[src/rtl/rr_mux_n.sv]
// Registered N-channel valid/ready multiplexer with round-robin or fixed-select
// arbitration feeding a single-entry output register.
module rr_mux_n #(
  parameter int WIDTH = 8,
  parameter int N     = 4,
  parameter int SEL_W = $clog2(N)
) (
  input  logic               clk,
  input  logic               rst_n,
  input  logic               mode,
  input  logic [SEL_W-1:0]   fixed_sel,
  input  logic [N-1:0]       in_valid,
  input  logic [N*WIDTH-1:0] in_data,
  output logic [N-1:0]       in_ready,
  output logic               out_valid,
  output logic [WIDTH-1:0]   out_data,
  output logic [SEL_W-1:0]   out_sel,
  input  logic               out_ready
);

  // Handshake: a word moves whenever valid and ready are both high at a rising
  // edge; in_ready only ever asserts for the single granted channel.
  logic [SEL_W-1:0] ptr_q, ptr_d;
  logic             out_valid_q, out_valid_d;
  logic [WIDTH-1:0] out_data_q, out_data_d;
  logic [SEL_W-1:0] out_sel_q, out_sel_d;

  logic [N-1:0]     req;
  logic [N-1:0]     grant;
  logic             found;
  logic [SEL_W-1:0] gidx;
  logic             load;

  // In fixed mode at most one request bit survives, so the same search
  // yields grant == req; an out-of-range fixed_sel matches no channel.
  always_comb begin
    req = '0;
    for (int i = 0; i < N; i++) begin
      req[i] = in_valid[i] && (!mode || (fixed_sel == SEL_W'(i)));
    end
  end

  always_comb begin
    int idx;
    idx   = 0;
    found = 1'b0;
    gidx  = '0;
    for (int k = 1; k <= N; k++) begin
      idx = int'(ptr_q) + k;
      if (idx >= N) idx = idx - N;
      if (!found && req[idx]) begin
        found = 1'b1;
        gidx  = SEL_W'(idx);
      end
    end
    grant = found ? ({{(N-1){1'b0}}, 1'b1} << gidx) : '0;
  end

  assign load     = !out_valid_q || out_ready;
  assign in_ready = (rst_n && load) ? grant : '0;

  always_comb begin
    ptr_d       = ptr_q;
    out_valid_d = out_valid_q;
    out_data_d  = out_data_q;
    out_sel_d   = out_sel_q;
    if (load) begin
      if (found) begin
        out_valid_d = 1'b1;
        out_data_d  = in_data[gidx*WIDTH +: WIDTH];
        out_sel_d   = gidx;
        if (!mode) ptr_d = gidx;
      end else begin
        out_valid_d = 1'b0;
      end
    end
  end

  // Pointer resets to N-1 so that channel 0 wins the first round-robin search.
  always_ff @(posedge clk or negedge rst_n) begin
    if (!rst_n) begin
      ptr_q       <= SEL_W'(N-1);
      out_valid_q <= 1'b0;
      out_data_q  <= '0;
      out_sel_q   <= '0;
    end else begin
      ptr_q       <= ptr_d;
      out_valid_q <= out_valid_d;
      out_data_q  <= out_data_d;
      out_sel_q   <= out_sel_d;
    end
  end

  assign out_valid = out_valid_q;
  assign out_data  = out_data_q;
  assign out_sel   = out_sel_q;

endmodule

[config.mk]
export PLATFORM = sky130hd
export DESIGN_NAME = rr_mux_n
export DESIGN_NICKNAME = d
export VERILOG_FILES = /design/src/rtl/rr_mux_n.sv
export SDC_FILE = /design/constraint.sdc
export NUM_CORES = 1
export LEC_CHECK = 0
export BUFFER_PORTS_ARGS = -buffer_cell sky130_fd_sc_hd__buf_2
export CORE_MARGIN = 10
export CORE_UTILIZATION = 45
export CTS_CLUSTER_DIAMETER = 150
export CTS_CLUSTER_SIZE = 16
export DETAILED_ROUTE_END_ITERATION = 16
export PLACE_DENSITY_LB_ADDON = 0.15
export REMOVE_ABC_BUFFERS = 1
export SYNTH_ARGS = -nofsm -noshare
export SYNTH_HDL_FRONTEND = slang
export SYNTH_SLANG_ARGS = --single-unit
[constraint.sdc]
create_clock -name clk -period 3 [get_ports clk]
set_clock_uncertainty 0.2 [all_clocks]
set_input_delay 0.15 -clock clk [delete_from_list [all_inputs] [get_ports clk]]
set_output_delay 0.15 -clock clk [all_outputs]
set_load 0.005 [all_outputs]
After elaboration in Yosys (flattened, before gate mapping)
Cells that the tools add are included.
{"block": "classes", "n_addsub": 8, "n_lt_le_gt_ge": 8, "eq_ne": 3, "n_shift": 2, "muxes": 27, "bitwise_logic": 1, "reduce_logical": 21}
{"op": "32-bit by 4-bit < comparator with 1-bit output (second input constant)", "count": 4}
{"op": "32-bit 2-to-1 mux", "count": 4}
{"op": "32-bit by 6-bit indexed part select with 8-bit output", "count": 1}
{"op": "1-bit 2-to-1 mux", "count": 13}
{"op": "3-bit by 3-bit subtractor with 4-bit output (second input constant)", "count": 3}
{"op": "3-bit >= comparator (second input constant)", "count": 3}
{"op": "1-bit binary-select mux with 2-bit select", "count": 4}
{"op": "1-bit logical AND", "count": 8}
{"op": "2-bit 2-to-1 mux", "count": 4}
{"op": "4-bit 2-to-1 mux", "count": 2}
{"op": "2-bit by 2-bit adder with 3-bit output (second input constant)", "count": 2}
{"op": "1-bit logical NOT", "count": 5}
{"op": "1-bit logical OR", "count": 5}
{"op": "4-bit by 3-bit subtractor with 5-bit output (second input constant)", "count": 1}
{"op": "2-bit by 3-bit adder with 4-bit output (second input constant)", "count": 1}
{"op": "2-bit equality test (second input constant)", "count": 2}
{"op": "4-bit by 3-bit >= comparator with 1-bit output (second input constant)", "count": 1}
{"op": "1-bit by 2-bit left shift with 4-bit output (first input constant)", "count": 1}
{"op": "2-bit by 1-bit adder with 3-bit output (second input constant)", "count": 1}
{"op": "3-bit AND reduction", "count": 1}
{"op": "2-bit by 1-bit equality test with 1-bit output (second input constant)", "count": 1}
{"op": "2-bit logical NOT", "count": 1}
{"op": "2-bit AND reduction", "count": 1}
{"op": "1-bit inverter", "count": 1}
{"block": "totals", "regBits": 13, "in_bits": 42, "out_inout_bits": 15, "wordCells": 74}

Logic depth before layout (Yosys ltp)
Gate-level depths: netlist (run 1).
{"block": "logic_depth", "ltp_word": 19, "ltp_mapped": 9}

Least setup slack after synthesis (run 1)
No wires, ideal clock.
{"block": "synth_timing", "path_type": "input to register", "from": "in fixed_sel[0]", "to": "reg out_data_q[0], in the netlist out_data[0]", "setup_time_ns": 0.139, "arrival_ns": 1.577, "path_slack_ns": 1.084, "stages": 9, "path_buffers": 3, "cell_sequence": "buf_4 and3_1 o21a_1 o32ai_2 o21a_1 buf_6 buf_12 mux2i_1 o221ai_1"}
{"block": "synth_via", "elab_chain_cells": 17}
{"item": "from (decl)", "line_no": "11", "text": "input logic [SEL_W-1:0] fixed_sel,"}
{"item": "2-bit by 1-bit equality test with 1-bit output (tied with other cells)", "line_no": "39", "text": "req[i] = in_valid[i] && (!mode || (fixed_sel == SEL_W'(i)));"}
{"item": "1-bit logical OR", "line_no": "39"}
{"item": "1-bit logical AND", "line_no": "39"}
{"item": "1-bit binary-select mux with 2-bit select", "line_no": "51", "text": "if (!found && req[idx]) begin"}
{"item": "1-bit 2-to-1 mux (implied by the code) (2 in series)", "line_no": "51"}
{"item": "1-bit 2-to-1 mux", "line_no": "51"}
{"item": "1-bit logical NOT", "line_no": "51"}
{"item": "1-bit logical AND", "line_no": "51"}
{"item": "1-bit 2-to-1 mux", "line_no": "51"}
{"item": "1-bit logical NOT", "line_no": "51"}
{"item": "1-bit logical AND", "line_no": "51"}
{"item": "1-bit 2-to-1 mux", "line_no": "51"}
{"item": "1-bit logical NOT", "line_no": "51"}
{"item": "1-bit logical AND", "line_no": "51"}
{"item": "2-bit 2-to-1 mux / 1-bit 2-to-1 mux (equally long branches)", "line_no": "51"}
{"item": "32-bit by 6-bit indexed part select with 8-bit output / 2-bit AND reduction (equally long branches)"}
{"item": "to (signal assigned)", "line_no": "89", "text": "out_data_q <= out_data_d;"}
{"item": "to (decl)", "line_no": "25", "text": "logic [WIDTH-1:0] out_data_q, out_data_d;"}
Several ways; a longest one is shown, not always the timed one. The select of a mux whose other input is x is not followed.
A chain may end at the register's enable or synchronous reset.

Final worst setup path (run 1)
{"block": "layout_timing", "from": "reg ptr_q[0]", "to": "reg out_data_q[4], in the netlist out_data[4]"}
{"block": "layout_via", "elab_chain_cells": 17}
{"item": "from (decl)", "line_no": "23", "text": "logic [SEL_W-1:0] ptr_q, ptr_d;"}
{"item": "from (signal assigned)", "line_no": "82", "text": "ptr_q <= SEL_W'(N-1);"}
{"item": "from (signal assigned)", "line_no": "87", "text": "ptr_q <= ptr_d;"}
{"item": "2-bit by 1-bit adder with 3-bit output", "line_no": "49", "text": "idx = int'(ptr_q) + k;"}
{"item": "3-bit by 3-bit subtractor with 4-bit output / 3-bit >= comparator (equally long branches)", "line_no": "50", "text": "if (idx >= N) idx = idx - N;"}
{"item": "32-bit 2-to-1 mux", "line_no": "50"}
{"item": "1-bit binary-select mux with 2-bit select", "line_no": "51"}
{"item": "1-bit 2-to-1 mux (implied by the code) (2 in series)", "line_no": "51"}
{"item": "1-bit 2-to-1 mux", "line_no": "51"}
{"item": "1-bit logical NOT", "line_no": "51"}
{"item": "1-bit logical AND", "line_no": "51"}
{"item": "1-bit 2-to-1 mux", "line_no": "51"}
{"item": "1-bit logical NOT", "line_no": "51"}
{"item": "1-bit logical AND", "line_no": "51"}
{"item": "1-bit 2-to-1 mux", "line_no": "51"}
{"item": "1-bit logical NOT", "line_no": "51"}
{"item": "1-bit logical AND", "line_no": "51"}
{"item": "2-bit 2-to-1 mux / 1-bit 2-to-1 mux (equally long branches)", "line_no": "51"}
{"item": "32-bit by 6-bit indexed part select with 8-bit output / 2-bit AND reduction (equally long branches)"}
Several ways; a longest one is shown, not always the timed one. The select of a mux whose other input is x is not followed.

==> results of run 1 <==
-- per-layer routing --
layer	share of wire, %	vias to the layer above	GRT usage [%]	wire length [um]
met1	40	478	13.3	1130
met5	0	-	0	0
met4	0.28	0	1.57	8
met2	51	39	20.9	1430
li1	-	504	-	-
met3	9.3	2	6.44	263
-- power by group --
group          leakage (nW)  internal (mW)  total (mW)  switching, mW
Combinational         0.497          0.189       0.376          0.187
Sequential            0.153          0.245       0.279         0.0342
Clock                0.0150         0.0515       0.106         0.0545
Total                 0.665          0.485       0.761          0.276
-- final timing paths --
kind | from | end | slack [ns] | cells past startpoint
max | ptr_q[0]$_DFFE_PN1P_ | out_data[4]$_DFFE_PN0P_ | 0.42 | 8
min | in_data[25] | out_data[1]$_DFFE_PN0P_ | -0.002 | 3
max reg2reg | ptr_q[0]$_DFFE_PN1P_ | out_data[4]$_DFFE_PN0P_ | 0.42 | 8
min reg2reg | out_data[0]$_DFFE_PN0P_ | out_data[0]$_DFFE_PN0P_ | 0.28 | 2
max in group asynchronous | rst_n | ptr_q[0]$_DFFE_PN1P_ | 2.22 | 2
min in group asynchronous | rst_n | out_data[5]$_DFFE_PN0P_ | 0.10 | 2
-- synth_stat cells (all sizes together) --
| cell type | instances |
|---|---|
| buf | 5 |
| dfrtp | 11 |
| dfstp | 2 |
| o31ai | 1 |
| nor2 | 8 |
| o22ai | 2 |
| nand2b | 3 |
| o32ai | 1 |
| o21a | 2 |
| nor3b | 1 |
| nand4b | 2 |
| a22o | 1 |
| a211oi | 1 |
| mux2i | 18 |
| nor2b | 4 |
| a21boi | 2 |
| mux2 | 1 |
| o21ai | 7 |
| and3 | 1 |
| o221ai | 8 |
| nand2 | 17 |
| a2bb2oi | 2 |
| clkbuf | 1 |
| or3b | 1 |
| inv | 2 |
-- timing repair --
action	in CTS	in global routing
buffers inserted	0	0
hold buffers	4	0
endpoints found under the hold margin	15	0
-- registers in the layout (all words and copies together) (netlist names) --
name and flops:
ptr_q 2, out_valid 1, out_sel 2, out_data 8
-- per-stage QoR --
| step | area, um^2 | power (mW) | utilization [%] | hold slack (ns) |
|---|---|---|---|---|
| CTS | 1300 | 0.771 | 64.8 | 0.000342 |
| finish | 1300 | 0.761 | 64.8 | -0.00173 |
| floorplan | 910 | 0.508 | - | -0.346 |
| global placement | 1230 | 0.648 | 61.5 | -0.140 |
| global route | 1300 | 0.823 | 64.8 | 0.0114 |
| detailed placement | 1230 | 0.657 | 61.5 | -0.139 |
-- layout make-up --
cell class / count / area [um^2] / share of cell area [%]
Multi-Input combinational cell: 83 / 574 / 44.3
Sequential cell: 13 / 328 / 25.3
Timing Repair Buffer: 61 / 328 / 25.3
Tap cell: 27 / 33.8 / 2.60
Clock buffer: 4 / 26.3 / 2.03
Inverter: 2 / 7.51 / 0.579
-- layout by cell type, fill, tap and decap left out --
cell            n
clkbuf_4        3
o32ai_2         1
o31ai_1         1
o21ai_1         3
nor2b_1         4
mux2_1          1
dfstp_2         2
nand4b_1        2
nand2_1        17
a2bb2oi_1       2
a211oi_1        1
o21ai_0         4
clkbuf_1        1
o221ai_1        8
or3b_1          1
dfrtp_1        11
a22o_1          1
nor3b_1         1
dlygate4sd3_1   4
a21boi_0        1
a21boi_1        1
nor2_1          8
mux2i_1        18
and3_1          1
buf_2          56
inv_1           2
nand2b_1        3
buf_4           1
o21a_1          2
o22ai_1         2
-- kinds of logic after synthesis --
group	Yosys count	synth area share (%)
multiplexers	19	19.8
AND/OR/NAND/NOR	37	18.3
AO/OA/AOI/OAI	27	21.2
flip-flops	13	33.8
buffers and inverters	8	6.85
-- worst reg2reg max path, delay by kind of cell (launching register included) --
family          cells  cell delay, ns
buf+inv             2            0.84
flops               1            0.54
compound gates      4            0.53
mux                 1            0.24
simple gates        1            0.10
==> flow_summary.toml, run 1 <==
[outcome]
status = "complete, but fails checks"
violations = "negative hold slack"

[critical_path]
path_class = "flip-flop to flip-flop"
worstPathRequired_ns = 2.93
crit_path_cell_trace = "nand2b_1 > o21ai_1 > o32ai_2 > o21a_1 > buf_4 > mux2i_1 > dlygate4sd3_1 > o221ai_1"
max_stage_delay_ns = 0.57
crit_fanout = 17
end_kind = "flip-flop"
crit_path_top_delay_cell = "dlygate4sd3_1"
critPathBufInv = 2
crit_path_start_kind = "flip-flop"
critPathArrivalTime_ns = 2.51
path_delay_family = "buffers and inverters"

[drt]
vias = 1023
via_per_inst = 5.38
drc_errors = 0
wirelength_mm = 2.84
drt_iter0_drc = 39
ant_nets = 0
dr.pass1.iters = 4
routedWlPerCell_um = 14.9

[yosys]
syn-cell-area_um2 = 968
synth.yosys.seq_area_share_pct = 33.9
ys_ff_latch = 13
syn_avg_cell_area_um2 = 9.31
postSynthCellCount = 104
synth_top_area_share_pct = 28.4
synth_top_cell_by_area = "dfrtp_1"
yosysWarnings = 0
ys_top_cells_by_area = "dfrtp_1 28%, mux2i_1 19%, o221ai_1 7.2%, nand2_1 6.6%, dfstp_2 5.4%"
synth.distinct_cells = 30

[power_and_ir_drop]
p_per_area_nw_per_um2 = 587
p_leak_nw = 0.665
vdd.ir_drop.worst_v = 0.000453

[sta]
fin_crit_sh_pct = 86.0
period_minus_slack_ns = 2.58
setup_viol = 0
max_slew.worst_pin.slew_ns = 0.928
finalSetupTns_ns = 0
rsz0062_at_grt = "no"
fmax_ghz = 0.388
setup_ws_ns = 0.419
holdWs_ns = -0.00173
hold_viol = 1
drv_slew = 0
relSlewSlack_pct = 37.7

[global_route]
grt_usage_pct = 12.2
grt_pass1_wl_mm = 4.35
grt_pass1_vias = 1010
antenna_found_initial = 0
grt-ovfl-total = 0
grt_max_degree = 18

[clock_network]
cts_resized = 0
clk-insertion-delay-late_ns = 0.27
cts_tree = "yes"
clkSlewWorstSetupHoldPaths_ns = 0.08
h-tree-depth = 1
cts_root_buffer = "clkbuf_4"
clockBufferDepth = 2
clock-sinks = 13
cts_made_buffers = 3

[cells_and_area]
antenna_cells = 0
nets = 206
drive_gt1_share_pct = 38.7
final_cells = 190
synthToLayoutAreaGrowth_pct = 34.0
nFillCells = 186

[floorplanning]
die-area_um2 = 4410
design.core.area_um2 = 2000
initial_core_util_pct = 48.4
die_h_um = 66.4
ios = 57
core.rowCount = 16
die_x_um = 66.4

[place]
dp_hpwl_mm = 2.31
port_buffers = 56
gp_congestion = 0.839
placed_cells = 182
pre_cts_ws_ns = 0.733

[worst_hold_path]
hp-class = "input port to flip-flop"

[job]
maxCapViolCount = 0
Note: power is estimated with default switching activity, not from simulation.
==> run 2: changes to the inputs <==
--- a/config.mk
+++ b/config.mk
@@ -7,12 +7,12 @@
 export LEC_CHECK = 0
 export BUFFER_PORTS_ARGS = -buffer_cell sky130_fd_sc_hd__buf_2
 export CORE_MARGIN = 10
-export CORE_UTILIZATION = 45
+export CORE_UTILIZATION = 48
+export CTS_BUF_LIST = sky130_fd_sc_hd__clkbuf_4
 export CTS_CLUSTER_DIAMETER = 150
 export CTS_CLUSTER_SIZE = 16
 export DETAILED_ROUTE_END_ITERATION = 16
 export PLACE_DENSITY_LB_ADDON = 0.15
-export REMOVE_ABC_BUFFERS = 1
 export SYNTH_ARGS = -nofsm -noshare
 export SYNTH_HDL_FRONTEND = slang
 export SYNTH_SLANG_ARGS = --single-unit
==> run 2 against run 1 <==
The flow now finishes without violations. Global-route usage is 2.0 points higher. Maximum frequency shrank 8.3%. Total power increased by 3.1%. Worst setup slack got worse by 0.23 ns. Via count rose by 1.1%. Wire length rose by 6.8%. Critical path depth did not move. Design area is 3.4% higher. Non-clock buffer count increased by 4. Clock power increased by 8%.
==> flow_summary.toml, run 2 (synthesis results as in run 1) <==
[drt]
dr.pass1.iters = 4
drc_errors = 0
wirelength_mm = 3.03
ant_nets = 0
drt_iter0_drc = 35
routedWlPerCell_um = 15.6
vias = 1034
via_per_inst = 5.33

[sta]
fmax_ghz = 0.355
relSlewSlack_pct = 39.2
hold_viol = 0
setup_viol = 0
finalSetupTns_ns = 0
fin_crit_sh_pct = 93.8
max_slew.worst_pin.slew_ns = 0.905
period_minus_slack_ns = 2.81
drv_slew = 0
rsz0062_at_grt = "no"

[clock_network]
h-tree-depth = 1
clockBufferDepth = 2
clkSlewWorstSetupHoldPaths_ns = 0.08
cts_tree = "yes"
cts_resized = 0
cts_root_buffer = "clkbuf_4"
clk-insertion-delay-late_ns = 0.26
cts_made_buffers = 3
post_cts_buffers = 0
clock-sinks = 13

[global_route]
grt_pass1_vias = 1152
antenna_found_initial = 0
grt_pass1_wl_mm = 5.01
grt_max_degree = 16
grt-ovfl-total = 0
grt_usage_pct = 14.2

[floorplanning]
initial_core_util_pct = 49.9
core.rowCount = 16
design.core.area_um2 = 1940
ios = 57
die_x_um = 64.9
die_h_um = 64.9
die-area_um2 = 4210

[critical_path]
crit_fanout = 10
crit_path_start_kind = "flip-flop"
worstPathRequired_ns = 2.93
end_kind = "flip-flop"
critPathArrivalTime_ns = 2.74
path_class = "flip-flop to flip-flop"

[job]
maxCapViolCount = 0

[cells_and_area]
final_common_cell = "buf_2"
drive_gt1_share_pct = 38.3
fin_util_pct = 69.1
largest_reg_flops = 8
synthToLayoutAreaGrowth_pct = 38.5
mostFrequentLayoutCells = "56 x buf_2, 18 x mux2i_1, 17 x nand2_1"
antenna_cells = 0
nets = 210

[place]
dp_hpwl_mm = 2.34
gp_congestion = 0.849
port_buffers = 56

[worst_hold_path]
hp-class = "input port to flip-flop"

[power_and_ir_drop]
p_leak_nw = 0.686
pwr-share-comb_pct = 49.4
pwr-share-seq_pct = 35.9
p_per_area_nw_per_um2 = 585
vdd.ir_drop.worst_v = 0.000395
switching_share_pct = 36.2
internal_power_uw = 501
clkPwrFrac_pct = 14.7
p_sw_uw = 284

[yosys]
synth_fp_nets = 146

[outcome]
status = "completed"
## run 2: cell types whose count changed in the layout (fill, tap and decap cells not counted)
| cell | previous run | this run |
|---|---|---|
| dlygate4sd3_1 | 4 | 8 |
| clkbuf_4 | 3 | 4 |
| clkbuf_1 | 1 | 0 |
## run 2: metrics by stage
step / setup WS, ns / area (um^2) / total power, mW / hold WS, ns / cells
after CTS: 0.185 / 1340 / 0.794 / 0.0000482 / 194
final: 0.186 / 1340 / 0.785 / 0.00475 / 194
after floorplan: 1.08 / 968 / 0.549 / -0.346 / 104
after global placement: 0.693 / 1230 / 0.650 / -0.137 / 182
after detailed placement: 0.616 / 1230 / 0.659 / -0.138 / 182
after global routing: 0.0110 / 1340 / 0.851 / 0.00290 / 194
## run 2: metal layers
metal  GRT usage [%]  wire length, um  part of all wire [%]
met1            13.7             1110                    37
met4            3.21               23                  0.76
met2            27.5             1640                    54
met3            5.50              250                   8.3
met5               0                0                     0
## run 2: area by class of cell
cell class | count | area (um^2)
clock buffers | 4 | 30.0
fillers | 159 | 601
inverters | 2 | 7.51
multi-input cells | 83 | 574
flip-flops and latches | 13 | 328
well taps | 27 | 33.8
repair buffers | 65 | 368
## run 2: critical path, cell delays in order, from the launching register on
cell,delay [ns]
dfstp_2,0.55
nand2b_1,0.10
o21ai_1,0.11
o32ai_2,0.15
o21a_1,0.43
buf_4,0.29
mux2i_1,0.19
dlygate4sd3_1,0.56
o221ai_1,0.10
## run 2: path summary, 6_finish.rpt
kind	start	end	slack, ns	cells after the start
max	ptr_q[0]$_DFFE_PN1P_	out_data[4]$_DFFE_PN0P_	0.19	8
min	in_data[14]	out_data[6]$_DFFE_PN0P_	0.005	3
max reg2reg	ptr_q[0]$_DFFE_PN1P_	out_data[4]$_DFFE_PN0P_	0.19	8
min reg2reg	out_sel[1]$_DFFE_PN0P_	out_sel[1]$_DFFE_PN0P_	0.28	2
max in group asynchronous	rst_n	ptr_q[0]$_DFFE_PN1P_	2.20	2
min in group asynchronous	rst_n	out_sel[1]$_DFFE_PN0P_	0.11	2
## run 2: power by group through the flow
stage	sequential [mW]	combinational [mW]	clock [mW]
5_1_grt	0.293	0.429	0.129
3_3_place_gp	0.283	0.367	0
4_1_cts	0.282	0.392	0.120
2_1_floorplan	0.286	0.264	0
3_5_place_dp	0.283	0.376	0
6_report	0.282	0.388	0.115
## run 2: timing repair
item / 4_1_cts / 5_1_grt
endpoints found under the setup margin: 0 / 0
endpoints found under the hold margin: 17 / 0
hold buffers: 8 / 0
==> run 3: changes to the inputs <==
==> constraint.sdc (replaced) <==
create_clock -name clk -period 3 [get_ports clk]
set_clock_uncertainty 0.2 [all_clocks]
set_input_delay 0.15 -clock clk [delete_from_list [all_inputs] [get_ports clk]]
set_output_delay 0.15 -clock clk [all_outputs]
set_load 0.02 [all_outputs]
==> run 3 against run 2 <==
Non-clock buffer count rose by 4. Cell count grew 2.1%. Worst hold slack got worse by 0.015 ns. Core utilization increased by 2.7 points. The run now ends with negative hold slack left. Largest cell class unchanged. Critical endpoint is now out_data[2]$_DFFE_PN0P_. Sequential share of layout area is 0.92 points lower. First-iteration DRC count is 2.9% lower. Critical path depth did not move. Maximum frequency decreased by 0.77%. Wire length rose by 9.3%. Critical path type unchanged.
==> flow_summary.toml, run 3 (synthesis results as in run 1) <==
[critical_path]
crit_fanout = 11
r2r_start = "ptr_q[0]$_DFFE_PN1P_"
critPathArrivalTime_ns = 2.78
crit_path_cell_trace = "nand2b_1 > o21ai_1 > o32ai_2 > o21a_1 > buf_12 > mux2i_1 > dlygate4sd3_1 > o221ai_1"
worstPathRequired_ns = 2.95
crit_path_start_kind = "flip-flop"
rr_worst_depth = 8
end_kind = "flip-flop"
rrSetupSlack_ns = 0.16
timing.rr.end = "out_data[2]$_DFFE_PN0P_"
max_stage_delay_ns = 0.58
path_class = "flip-flop to flip-flop"
crit_path_top_delay_cell = "dlygate4sd3_1"

[global_route]
grt_pass1_vias = 1110
antenna_found_initial = 0
grt_max_degree = 16
grt-ovfl-total = 0
grt_usage_pct = 14.7
grt_pass1_wl_mm = 5.20

[clock_network]
clkSlewWorstSetupHoldPaths_ns = 0.09
cts_tree = "yes"
cts_resized = 0
cts_made_buffers = 3
cts_root_buffer = "clkbuf_4"
clock-sinks = 13
clk-insertion-delay-late_ns = 0.28
clockBufferDepth = 2
cts_hold_buffers = 10
h-tree-depth = 1
post_cts_buffers = 0

[worst_hold_path]
holdPathEnd = "out_data[6]$_DFFE_PN0P_"
hp-class = "input port to flip-flop"
hold_path_depth = 3
hold_start = "in_data[30]"

[floorplanning]
design.core.area_um2 = 1940
die_h_um = 64.9
core.rowCount = 16
die_x_um = 64.9
die-area_um2 = 4210
initial_core_util_pct = 49.9
ios = 57

[cells_and_area]
mostFrequentLayoutCells = "56 x buf_2, 18 x mux2i_1, 17 x nand2_1"
synthToLayoutAreaGrowth_pct = 43.9
nets = 214
drive_gt1_share_pct = 37.4
largest_reg_flops = 8
final_cells = 198
final_common_cell = "buf_2"
antenna_cells = 0

[power_and_ir_drop]
p_leak_nw = 0.707
p_per_area_nw_per_um2 = 652
vdd.ir_drop.worst_v = 0.000446

[sta]
hold_viol = 3
drv_slew = 0
rsz0062_at_grt = "no"
period_minus_slack_ns = 2.84
fmax_ghz = 0.353
finalSetupTns_ns = 0
max_slew.worst_pin.slew_ns = 0.924
setup_viol = 0
holdWs_ns = -0.00981
fin_crit_sh_pct = 94.5
relSlewSlack_pct = 38.0

[outcome]
status = "complete, but fails checks"
violations = "negative hold slack"

[drt]
drc_errors = 0
routedWlPerCell_um = 16.7
ant_nets = 0
via_per_inst = 5.43
vias = 1076
wirelength_mm = 3.31
dr.pass1.iters = 5
drt_iter0_drc = 34

[job]
maxCapViolCount = 0

[place]
placed_cells = 182
port_buffers = 56
gp_congestion = 0.871
dp_hpwl_mm = 2.31

[yosys]
synth_fp_nets = 146
-- run 3: stage by stage --
stage	total power [mW]	util, %	instance area [um^2]	setup WS, ns
2_1_floorplan	0.616	-	968	0.964
3_3_place_gp	0.734	64.0	1240	0.676
3_5_place_dp	0.743	64.0	1240	0.607
4_1_cts	0.893	70.7	1370	0.241
5_1_grt	0.960	71.8	1390	0.0400
6_report	0.908	71.8	1390	0.164
-- run 3: critical path, delay by kind of cell, from the launching register on --
family | cells | cell delay (ns)
AO/OA/AOI/OAI | 4 | 0.87
buffers and inverters | 2 | 0.79
flip-flops | 1 | 0.55
multiplexers | 1 | 0.19
AND/OR/NAND/NOR | 1 | 0.10
-- run 3: area by class of cell --
cell class                 count  area (um^2)
multi-input combinational     83          574
sequential                    13          328
clock buffer                   4         30.0
timing repair buffer          69          420
inverter                       2         7.51
fill                         153          548
tap                           27         33.8
-- run 3: power breakdown --
| part | switching, mW | total, mW | leakage [nW] | internal [mW] |
|---|---|---|---|---|
| clock | 0.0661 | 0.127 | 0.0184 | 0.0607 |
| sequential | 0.0379 | 0.283 | 0.153 | 0.245 |
| combinational | 0.275 | 0.499 | 0.535 | 0.223 |
-- run 3: worst max-delay path by stage --
stage | startpoint | endpoint | cells past startpoint
after floorplan | fixed_sel[1] | in_ready[1] | 7
after global placement | mode | in_ready[1] | 7
after detailed placement | mode | in_ready[1] | 7
after CTS | ptr_q[0]$_DFFE_PN1P_ | out_data[2]$_DFFE_PN0P_ | 8
after global routing | ptr_q[0]$_DFFE_PN1P_ | out_data[2]$_DFFE_PN0P_ | 8
final | ptr_q[0]$_DFFE_PN1P_ | out_data[2]$_DFFE_PN0P_ | 8
-- run 3: metal layers --
metal	wire [um]	share of wire (%)	vias to the layer above	GRT usage [%]
met5	0	0	-	0
met4	22	0.66	0	4.01
met3	300	9.1	4	5.84
met2	1700	51	43	26.0
met1	1290	39	510	15.9
li1	-	-	519	-
